--- config.mk ---
export PLATFORM = sky130hd
export DESIGN_NAME = wb_ram_arbiter_flat
export DESIGN_NICKNAME = d
export VERILOG_FILES = /design/src/rtl/wb_ram_pkg.sv /design/src/rtl/wb_ram_arbiter_if.sv /design/src/rtl/wb_ram_grant.sv /design/src/rtl/wb_ram_arbiter.sv /design/src/flat_wrapper.sv
export SDC_FILE = /design/constraint.sdc
export NUM_CORES = 1
export LEC_CHECK = 0
export ABC_AREA = 0
export BUFFER_PORTS_ARGS = -buffer_cell sky130_fd_sc_hd__buf_2
export CAP_MARGIN = 10
export CORE_MARGIN = 3
export CORE_UTILIZATION = 45
export CTS_CLUSTER_DIAMETER = 30
export DETAILED_ROUTE_END_ITERATION = 10
export GPL_ROUTABILITY_DRIVEN = 0
export GPL_TIMING_DRIVEN = 1
export PLACE_DENSITY = 0.8
export REMOVE_ABC_BUFFERS = 1
export SLEW_MARGIN = 20
export SYNTH_ARGS = -nofsm -noshare
export SYNTH_HDL_FRONTEND = slang
export SYNTH_SLANG_ARGS = --single-unit
--- constraint.sdc ---
create_clock -name clk -period 4.4 [get_ports clk]
set_input_delay 0.22 -clock clk [delete_from_list [all_inputs] [get_ports clk]]
set_output_delay 0.22 -clock clk [all_outputs]
set_load 0.02 [all_outputs]
--- src/rtl/wb_ram_pkg.sv ---
// Package shared by the wb_ram_arbiter block.
// Contents:
//   state_e   - sequencer states IDLE -> ISSUE -> WAIT -> DONE
//   grant_e   - requester encoding, also the bit index into request/grant vectors
//   N_REQ     - number of requesters
//   BYTE_W    - byte-lane width
//   lane_bits - number of address bits that select a byte lane for a data width
//   next_grant- round-robin successor (host -> dbus -> ibus -> host)
package wb_ram_pkg;

  typedef enum logic [1:0] {
    IDLE  = 2'd0,
    ISSUE = 2'd1,
    WAIT  = 2'd2,
    DONE  = 2'd3
  } state_e;

  typedef enum logic [1:0] {
    G_HOST = 2'd0,
    G_DBUS = 2'd1,
    G_IBUS = 2'd2
  } grant_e;

  localparam int unsigned N_REQ  = 3;
  localparam int unsigned BYTE_W = 8;

  // Lane-select width; the data width must hold at least two byte lanes.
  function automatic int unsigned lane_bits(int unsigned dw);
    return $clog2(dw / BYTE_W);
  endfunction

  function automatic grant_e next_grant(grant_e g);
    case (g)
      G_HOST:  return G_DBUS;
      G_DBUS:  return G_IBUS;
      default: return G_HOST;
    endcase
  endfunction

endpackage

--- src/rtl/wb_ram_arbiter_if.sv ---
// Bus bundle between the three requesters (SERV ibus, SERV dbus, host byte
// port), the arbiter and the single-port RAM macro.
// Modports:
//   slave  - arbiter view: request inputs and RAM read data in, responses and
//            RAM controls out
//   master - environment view (requesters + RAM), the mirror image
// Parameters: DW data width (multiple of 8), AW RAM word-address bits.
interface wb_ram_arbiter_if #(
  parameter int DW = 32,
  parameter int AW = 5
);
  import wb_ram_pkg::*;

  localparam int NB = DW / 8;
  localparam int LB = lane_bits(DW);

  // SERV instruction bus
  logic          i_ibus_cyc;
  logic [31:0]   i_ibus_adr;
  logic [DW-1:0] o_ibus_rdt;
  logic          o_ibus_ack;
  // SERV data bus
  logic          i_dbus_cyc;
  logic [31:0]   i_dbus_adr;
  logic          i_dbus_we;
  logic [DW-1:0] i_dbus_dat;
  logic [NB-1:0] i_dbus_sel;
  logic [DW-1:0] o_dbus_rdt;
  logic          o_dbus_ack;
  // Host byte port
  logic             i_h_valid;
  logic             i_h_we;
  logic [AW+LB-1:0] i_h_addr;
  logic [7:0]       i_h_wdata;
  logic [7:0]       o_h_rdata;
  logic             o_h_ready;
  // RAM macro
  logic          o_ram_en;
  logic [AW-1:0] o_ram_a;
  logic [NB-1:0] o_ram_we;
  logic [DW-1:0] o_ram_di;
  logic [DW-1:0] i_ram_do;

  modport slave (
    input  i_ibus_cyc, i_ibus_adr,
    output o_ibus_rdt, o_ibus_ack,
    input  i_dbus_cyc, i_dbus_adr, i_dbus_we, i_dbus_dat, i_dbus_sel,
    output o_dbus_rdt, o_dbus_ack,
    input  i_h_valid, i_h_we, i_h_addr, i_h_wdata,
    output o_h_rdata, o_h_ready,
    output o_ram_en, o_ram_a, o_ram_we, o_ram_di,
    input  i_ram_do
  );

  modport master (
    output i_ibus_cyc, i_ibus_adr,
    input  o_ibus_rdt, o_ibus_ack,
    output i_dbus_cyc, i_dbus_adr, i_dbus_we, i_dbus_dat, i_dbus_sel,
    input  o_dbus_rdt, o_dbus_ack,
    output i_h_valid, i_h_we, i_h_addr, i_h_wdata,
    input  o_h_rdata, o_h_ready,
    input  o_ram_en, o_ram_a, o_ram_we, o_ram_di,
    output i_ram_do
  );

endinterface

--- src/rtl/wb_ram_grant.sv ---
// Combinational grant selection for the three RAM requesters.
// Ports:
//   i_req  - request vector indexed by grant_e
//   i_ptr  - round-robin pointer, present only when WB_RAM_RR_EN is defined
//   o_gnt  - one-hot grant, zero when nothing requests
// Build option WB_RAM_RR_EN: round-robin starting at i_ptr; otherwise fixed
// priority host > dbus > ibus.
module wb_ram_grant
  import wb_ram_pkg::*;
(
  input  logic [N_REQ-1:0] i_req,
`ifdef WB_RAM_RR_EN
  input  grant_e           i_ptr,
`endif
  output logic [N_REQ-1:0] o_gnt
);

`ifdef WB_RAM_RR_EN
  logic [1:0] idx;

  // Walk the ring from the pointer; the first active request wins.
  always_comb begin
    // NOTE: every combinational output gets a default before any branch, so no
    // path leaves it unassigned and no latch is inferred.
    o_gnt = '0;
    idx   = '0;
    for (int k = 0; k < N_REQ; k++) begin
      idx = 2'((int'(i_ptr) + k) % N_REQ);
      if (o_gnt == '0 && i_req[idx]) o_gnt[idx] = 1'b1;
    end
  end
`else
  always_comb begin
    o_gnt = '0;
    if      (i_req[G_HOST]) o_gnt[G_HOST] = 1'b1;
    else if (i_req[G_DBUS]) o_gnt[G_DBUS] = 1'b1;
    else if (i_req[G_IBUS]) o_gnt[G_IBUS] = 1'b1;
  end
`endif

endmodule

--- src/rtl/wb_ram_arbiter.sv ---
// Shares one single-port byte-masked RAM macro among SERV ibus, SERV dbus and
// a host byte port. Each access runs IDLE -> ISSUE -> WAIT -> DONE; the RAM
// enable is high only in ISSUE, read data is captured in DONE and the ack
// pulse plus read data are registered, so the ack appears RD_LAT+2 cycles
// after the request is first seen in IDLE.
// Ports:
//   clk   - clock
//   i_rst - synchronous reset, active high
//   bus   - wb_ram_arbiter_if.slave: requester buses and RAM macro signals
// Parameters: DW data width, AW RAM word-address bits, RD_LAT RAM latency 1..3.
// Build option WB_RAM_RR_EN: round-robin arbitration (default fixed priority).
module wb_ram_arbiter
  import wb_ram_pkg::*;
#(
  parameter int DW     = 32,
  parameter int AW     = 5,
  parameter int RD_LAT = 1
) (
  input logic              clk,
  input logic              i_rst,
  wb_ram_arbiter_if.slave  bus
);

  localparam int NB = DW / 8;
  localparam int LB = lane_bits(DW);

  state_e           state_q, state_d;
  grant_e           gnt_q, gnt_d;
  logic [AW-1:0]    adr_q, adr_d;
  logic [NB-1:0]    we_q, we_d;
  logic [DW-1:0]    di_q, di_d;
  logic [LB-1:0]    lane_q, lane_d;
  logic [1:0]       cnt_q, cnt_d;
  logic             ibus_ack_q, ibus_ack_d;
  logic [DW-1:0]    ibus_rdt_q, ibus_rdt_d;
  logic             dbus_ack_q, dbus_ack_d;
  logic [DW-1:0]    dbus_rdt_q, dbus_rdt_d;
  logic             h_ready_q, h_ready_d;
  logic [7:0]       h_rdata_q, h_rdata_d;
`ifdef WB_RAM_RR_EN
  grant_e           ptr_q, ptr_d;
`endif

  logic [N_REQ-1:0] req;
  logic [N_REQ-1:0] gnt;

  always_comb begin
    req         = '0;
    req[G_HOST] = bus.i_h_valid;
    req[G_DBUS] = bus.i_dbus_cyc;
    req[G_IBUS] = bus.i_ibus_cyc;
  end

  wb_ram_grant u_grant (
    .i_req (req),
`ifdef WB_RAM_RR_EN
    .i_ptr (ptr_q),
`endif
    .o_gnt (gnt)
  );

  always_comb begin
    state_d    = state_q;
    gnt_d      = gnt_q;
    adr_d      = adr_q;
    we_d       = we_q;
    di_d       = di_q;
    lane_d     = lane_q;
    cnt_d      = cnt_q;
    ibus_ack_d = 1'b0;
    ibus_rdt_d = ibus_rdt_q;
    dbus_ack_d = 1'b0;
    dbus_rdt_d = dbus_rdt_q;
    h_ready_d  = 1'b0;
    h_rdata_d  = h_rdata_q;
`ifdef WB_RAM_RR_EN
    ptr_d      = ptr_q;
`endif

    case (state_q)
      IDLE: begin
        if (|req) begin
          state_d = ISSUE;
          cnt_d   = '0;
          we_d    = '0;
          if (gnt[G_HOST]) begin
            gnt_d  = G_HOST;
            adr_d  = bus.i_h_addr[AW+LB-1:LB];
            lane_d = bus.i_h_addr[LB-1:0];
            di_d   = {NB{bus.i_h_wdata}};
            if (bus.i_h_we) we_d[bus.i_h_addr[LB-1:0]] = 1'b1;
          end else if (gnt[G_DBUS]) begin
            gnt_d = G_DBUS;
            adr_d = bus.i_dbus_adr[AW+1:2];
            di_d  = bus.i_dbus_dat;
            // A zero byte mask still runs a (write-less) RAM cycle and acks.
            if (bus.i_dbus_we) we_d = bus.i_dbus_sel;
          end else begin
            gnt_d = G_IBUS;
            adr_d = bus.i_ibus_adr[AW+1:2];
          end
`ifdef WB_RAM_RR_EN
          ptr_d = next_grant(gnt_d);
`endif
        end
      end
      ISSUE: state_d = (RD_LAT == 1) ? DONE : WAIT;
      WAIT: begin
        // WAIT spans RD_LAT-1 cycles so DONE lines up with valid i_ram_do.
        if (cnt_q == 2'(RD_LAT - 2)) state_d = DONE;
        else                         cnt_d   = cnt_q + 2'd1;
      end
      DONE: begin
        state_d = IDLE;
        // A requester that dropped its request mid-access gets no ack.
        case (gnt_q)
          G_HOST: if (bus.i_h_valid) begin
            h_ready_d = 1'b1;
            h_rdata_d = bus.i_ram_do[{lane_q, 3'b000} +: 8];
          end
          G_DBUS: if (bus.i_dbus_cyc) begin
            dbus_ack_d = 1'b1;
            dbus_rdt_d = bus.i_ram_do;
          end
          default: if (bus.i_ibus_cyc) begin
            ibus_ack_d = 1'b1;
            ibus_rdt_d = bus.i_ram_do;
          end
        endcase
      end
      default: state_d = IDLE;
    endcase
  end

  always_ff @(posedge clk) begin
    // NOTE: state updates use non-blocking assignments so every flop samples
    // the pre-edge values, independent of statement order.
    if (i_rst) begin
      state_q    <= IDLE;
      gnt_q      <= G_HOST;
      adr_q      <= '0;
      we_q       <= '0;
      di_q       <= '0;
      lane_q     <= '0;
      cnt_q      <= '0;
      ibus_ack_q <= 1'b0;
      ibus_rdt_q <= '0;
      dbus_ack_q <= 1'b0;
      dbus_rdt_q <= '0;
      h_ready_q  <= 1'b0;
      h_rdata_q  <= '0;
`ifdef WB_RAM_RR_EN
      ptr_q      <= G_HOST;
`endif
    end else begin
      state_q    <= state_d;
      gnt_q      <= gnt_d;
      adr_q      <= adr_d;
      we_q       <= we_d;
      di_q       <= di_d;
      lane_q     <= lane_d;
      cnt_q      <= cnt_d;
      ibus_ack_q <= ibus_ack_d;
      ibus_rdt_q <= ibus_rdt_d;
      dbus_ack_q <= dbus_ack_d;
      dbus_rdt_q <= dbus_rdt_d;
      h_ready_q  <= h_ready_d;
      h_rdata_q  <= h_rdata_d;
`ifdef WB_RAM_RR_EN
      ptr_q      <= ptr_d;
`endif
    end
  end

  assign bus.o_ram_en   = (state_q == ISSUE);
  assign bus.o_ram_we   = (state_q == ISSUE) ? we_q : '0;
  assign bus.o_ram_a    = adr_q;
  assign bus.o_ram_di   = di_q;
  assign bus.o_ibus_ack = ibus_ack_q;
  assign bus.o_ibus_rdt = ibus_rdt_q;
  assign bus.o_dbus_ack = dbus_ack_q;
  assign bus.o_dbus_rdt = dbus_rdt_q;
  assign bus.o_h_ready  = h_ready_q;
  assign bus.o_h_rdata  = h_rdata_q;

  // CPU address bits outside the word index are ignored, so the space aliases.
  logic unused_adr_bits;
  assign unused_adr_bits = ^{bus.i_ibus_adr[31:AW+2], bus.i_ibus_adr[1:0],
                             bus.i_dbus_adr[31:AW+2], bus.i_dbus_adr[1:0]};

endmodule
--- src/flat_wrapper.sv ---
// flat-port wrapper written by rule: the top's interface ports become plain ports
module wb_ram_arbiter_flat import wb_ram_pkg::*;
#(
  parameter int DW     = 32,
  parameter int AW     = 5,
  parameter int RD_LAT = 1
)
  (clk, i_rst, bus_i_ibus_cyc, bus_i_ibus_adr, bus_o_ibus_rdt, bus_o_ibus_ack, bus_i_dbus_cyc, bus_i_dbus_adr, bus_i_dbus_we, bus_i_dbus_dat, bus_i_dbus_sel, bus_o_dbus_rdt, bus_o_dbus_ack, bus_i_h_valid, bus_i_h_we, bus_i_h_addr, bus_i_h_wdata, bus_o_h_rdata, bus_o_h_ready, bus_o_ram_en, bus_o_ram_a, bus_o_ram_we, bus_o_ram_di, bus_i_ram_do);
  wb_ram_arbiter_if #(.DW(DW), .AW(AW)) bus_i ();
  input logic clk;
  input logic i_rst;
  input wire logic [$bits(bus_i.i_ibus_cyc)-1:0] bus_i_ibus_cyc;
  input wire logic [$bits(bus_i.i_ibus_adr)-1:0] bus_i_ibus_adr;
  output wire logic [$bits(bus_i.o_ibus_rdt)-1:0] bus_o_ibus_rdt;
  output wire logic [$bits(bus_i.o_ibus_ack)-1:0] bus_o_ibus_ack;
  input wire logic [$bits(bus_i.i_dbus_cyc)-1:0] bus_i_dbus_cyc;
  input wire logic [$bits(bus_i.i_dbus_adr)-1:0] bus_i_dbus_adr;
  input wire logic [$bits(bus_i.i_dbus_we)-1:0] bus_i_dbus_we;
  input wire logic [$bits(bus_i.i_dbus_dat)-1:0] bus_i_dbus_dat;
  input wire logic [$bits(bus_i.i_dbus_sel)-1:0] bus_i_dbus_sel;
  output wire logic [$bits(bus_i.o_dbus_rdt)-1:0] bus_o_dbus_rdt;
  output wire logic [$bits(bus_i.o_dbus_ack)-1:0] bus_o_dbus_ack;
  input wire logic [$bits(bus_i.i_h_valid)-1:0] bus_i_h_valid;
  input wire logic [$bits(bus_i.i_h_we)-1:0] bus_i_h_we;
  input wire logic [$bits(bus_i.i_h_addr)-1:0] bus_i_h_addr;
  input wire logic [$bits(bus_i.i_h_wdata)-1:0] bus_i_h_wdata;
  output wire logic [$bits(bus_i.o_h_rdata)-1:0] bus_o_h_rdata;
  output wire logic [$bits(bus_i.o_h_ready)-1:0] bus_o_h_ready;
  output wire logic [$bits(bus_i.o_ram_en)-1:0] bus_o_ram_en;
  output wire logic [$bits(bus_i.o_ram_a)-1:0] bus_o_ram_a;
  output wire logic [$bits(bus_i.o_ram_we)-1:0] bus_o_ram_we;
  output wire logic [$bits(bus_i.o_ram_di)-1:0] bus_o_ram_di;
  input wire logic [$bits(bus_i.i_ram_do)-1:0] bus_i_ram_do;
  assign bus_i.i_ibus_cyc = bus_i_ibus_cyc;
  assign bus_i.i_ibus_adr = bus_i_ibus_adr;
  assign bus_o_ibus_rdt = bus_i.o_ibus_rdt;
  assign bus_o_ibus_ack = bus_i.o_ibus_ack;
  assign bus_i.i_dbus_cyc = bus_i_dbus_cyc;
  assign bus_i.i_dbus_adr = bus_i_dbus_adr;
  assign bus_i.i_dbus_we = bus_i_dbus_we;
  assign bus_i.i_dbus_dat = bus_i_dbus_dat;
  assign bus_i.i_dbus_sel = bus_i_dbus_sel;
  assign bus_o_dbus_rdt = bus_i.o_dbus_rdt;
  assign bus_o_dbus_ack = bus_i.o_dbus_ack;
  assign bus_i.i_h_valid = bus_i_h_valid;
  assign bus_i.i_h_we = bus_i_h_we;
  assign bus_i.i_h_addr = bus_i_h_addr;
  assign bus_i.i_h_wdata = bus_i_h_wdata;
  assign bus_o_h_rdata = bus_i.o_h_rdata;
  assign bus_o_h_ready = bus_i.o_h_ready;
  assign bus_o_ram_en = bus_i.o_ram_en;
  assign bus_o_ram_a = bus_i.o_ram_a;
  assign bus_o_ram_we = bus_i.o_ram_we;
  assign bus_o_ram_di = bus_i.o_ram_di;
  assign bus_i.i_ram_do = bus_i_ram_do;
  wb_ram_arbiter #(.DW(DW), .AW(AW), .RD_LAT(RD_LAT)) u_core (.clk(clk), .i_rst(i_rst), .bus(bus_i));
endmodule
==> results.toml <==
[global_route]
grt_pass1_wl_mm = 25.5
antenna_found_initial = 0
gr-total-overflow = 0
grt_pass1_vias = 5219
grt_max_degree = 107
grt_use_total_pct = 25.2

[critical_path]
worst-path-stages = 5
cp.required_ns = 4.84
path_buf_inv = 1
cp-end-kind = "flip-flop"
crit_path_top_delay_cell = "o31a_1"
path_class = "reg2reg"
cp.arrival_ns = 2.32
ff2ff_path_depth = 5
path_max_fanout = 14
cpPeakStageDelay_ns = 0.52
cp_cell_sequence = "inv_1, ha_1, o31a_1, nand2_1, o22ai_1"
start_kind = "flip-flop"
cpLargestDelayFamily = "compound AO/OA/AOI/OAI gates"

[routing]
ant_nets = 0
wirelength_mm = 15.9
drt_iter0_markers = 512
vias = 5150
via_per_inst = 5.43
drtPass1Iterations = 5
drc = 0
wire_per_inst_um = 16.8

[cells_and_area]
n_antenna_cell = 0
finalNetCount = 958
synthToLayoutAreaGrowth_pct = 43.1
final_common_cell = "buf_2"
design_area_um2 = 7190
n_fill_cell = 781
drive_gt1_share_pct = 33.0
layout_common_cells = "215 x buf_2, 141 x nand2_1, 124 x dfxtp_1"

[floorplanning]
rows = 37
die_x_um = 112
io_pins = 271
initial_core_util_pct = 47.4
core_um2 = 10600
fp.dieH_um = 112
die_area_um2 = 12500

[clock_network]
cts_buffers = 17
ctsHoldBuffers = 41
insertion_delay_ns = 0.52
cts_resized = 0
cts_tree = "done"
cts_max_level = 4
cts_buffer_depth = 2
cts.clk_slew.worst_paths_ns = 0.06
cts_setup_buffers = 0
root_buffer = "clkbuf_8"
clock_sinks = 124

[timing]
finalCritPeriodShare_pct = 42.8
tns_ns = 0
maxSlewHeadroom_pct = 46.2
finalMaxSlewViolations = 0
hold_viol = 0
grt_setup_unrepaired = "false"
worst_pin_slew_ns = 0.805
setup_slack_ns = 2.52
skew_ns = 0.00699
timing.fmax_mhz = 532
setup_viol = 0
period_minus_slack_ns = 1.88

[yosys]
synth_edf_count = 0
synth_top_area_share_pct = 49.4
synthCells = 562
ys_ff_latch = 124
synth_flop_cell = "dfxtp_1"
synthArstFlopShare_pct = 0
synth.avg_cell_area_um2 = 8.94
yosys.area.top_type = "dfxtp_1"
syn-cell-area_um2 = 5020
yosysUniqueCellTypes = 37
ys_warn_count = 0
ys_seq_area_share_pct = 49.4
synthTopCellsByArea = "dfxtp_1 49%, nand2_1 11%, mux2i_1 7.8%"

[pwr]
power.total_mw = 3.62
vdd_drop_max_mv = 0.299
leakage_nw = 3.25
p_per_area_nw_per_um2 = 504

[placement]
dp_worst_setup_slack_ns = 1.99
numPortBuffers = 216
placed_area_um2 = 6120
hpwl_mm = 10.2

[run_status]
status = "completed"

[worst_hold_path]
hold_class = "in2reg"
hold_depth = 3

[job]
maxCapViolCount = 0
cells in the mapped netlist, types with 8 or more instances:
library cell,instances
a22o_1,8
mux2i_1,39
dfxtp_1,124
buf_2,15
nand2_1,141
clkbuf_1,24
a21oi_1,68
a211oi_1,32
mux4_2,8
nor2_1,37
state kept, by name, indices dropped and copies added, names as in the netlist:
register and flops:
u_core.we_q 4, u_core.state_q 2, u_core.bus.o_ram_a 5, u_core.gnt_q 2
u_core.lane_q 2, u_core.bus.o_ram_di 32, u_core.bus.o_ibus_ack 1, u_core.bus.o_dbus_rdt 32
u_core.bus.o_h_ready 1, u_core.bus.o_dbus_ack 1, u_core.bus.o_ibus_rdt 32, u_core.bus.o_h_rdata 8
u_core.cnt_q 2
cells by family after synthesis:
logic type / Yosys count / synth area share [%]
simple gates: 204 / 16.9
compound gates: 128 / 15.8
flops: 124 / 49.4
mux: 52 / 12.5
buf+inv: 49 / 4.19
fa+ha+maj: 5 / 1.25
stage by stage:
step / hold slack (ns) / std cells / utilization [%]
final: 0.0249 / 948 / 67.8
after global routing: 0.0135 / 948 / 67.8
after detailed placement: 0.444 / 874 / 57.7
after CTS: 0.000000888 / 947 / 67.5
after floorplan: 0.285 / 517 / -
after global placement: 0.438 / 874 / 57.7
worst paths after layout:
kind                             start                        end  slack [ns]
max                  u_core.state_q[0]      u_core.bus.o_ram_a[0]        2.52
min                         bus_i_h_we             u_core.we_q[0]        0.02
max reg2reg          u_core.state_q[0]      u_core.bus.o_ram_a[0]        2.52
min reg2reg  u_core.bus.o_dbus_rdt[27]  u_core.bus.o_dbus_rdt[27]        0.45
worst register-to-register path: stages, from the launching register on:
cell,delay [ns]
dfxtp_1,0.33
inv_1,0.09
ha_1,0.37
o31a_1,0.52
nand2_1,0.26
o22ai_1,0.24
report_power, final:
| group | switching, mW | internal (mW) | total, mW |
|---|---|---|---|
| combinational | 0.505 | 0.322 | 0.827 |
| clock | 0.483 | 0.959 | 1.44 |
| sequential | 0.0924 | 1.26 | 1.36 |
metal layers:
metal	vias to the layer above	global-route usage [%]	wire length [um]
li1	2431	-	-
met2	284	43.6	8000
met1	2398	28.5	5960
met5	-	0	0
met4	0	10.8	369
met3	37	8.10	1560
final cells by class:
class                           count  area [um^2]  area share, %
Clock buffer                       20          455           6.34
Clock inverter                     12          168           2.33
Inverter                            4         15.0          0.209
Multi-Input combinational cell    389         2340           32.5
Sequential cell                   124         2480           34.5
Tap cell                          136          170           2.37
Timing Repair Buffer              263         1560           21.7
(Power assumes the default switching activity.)
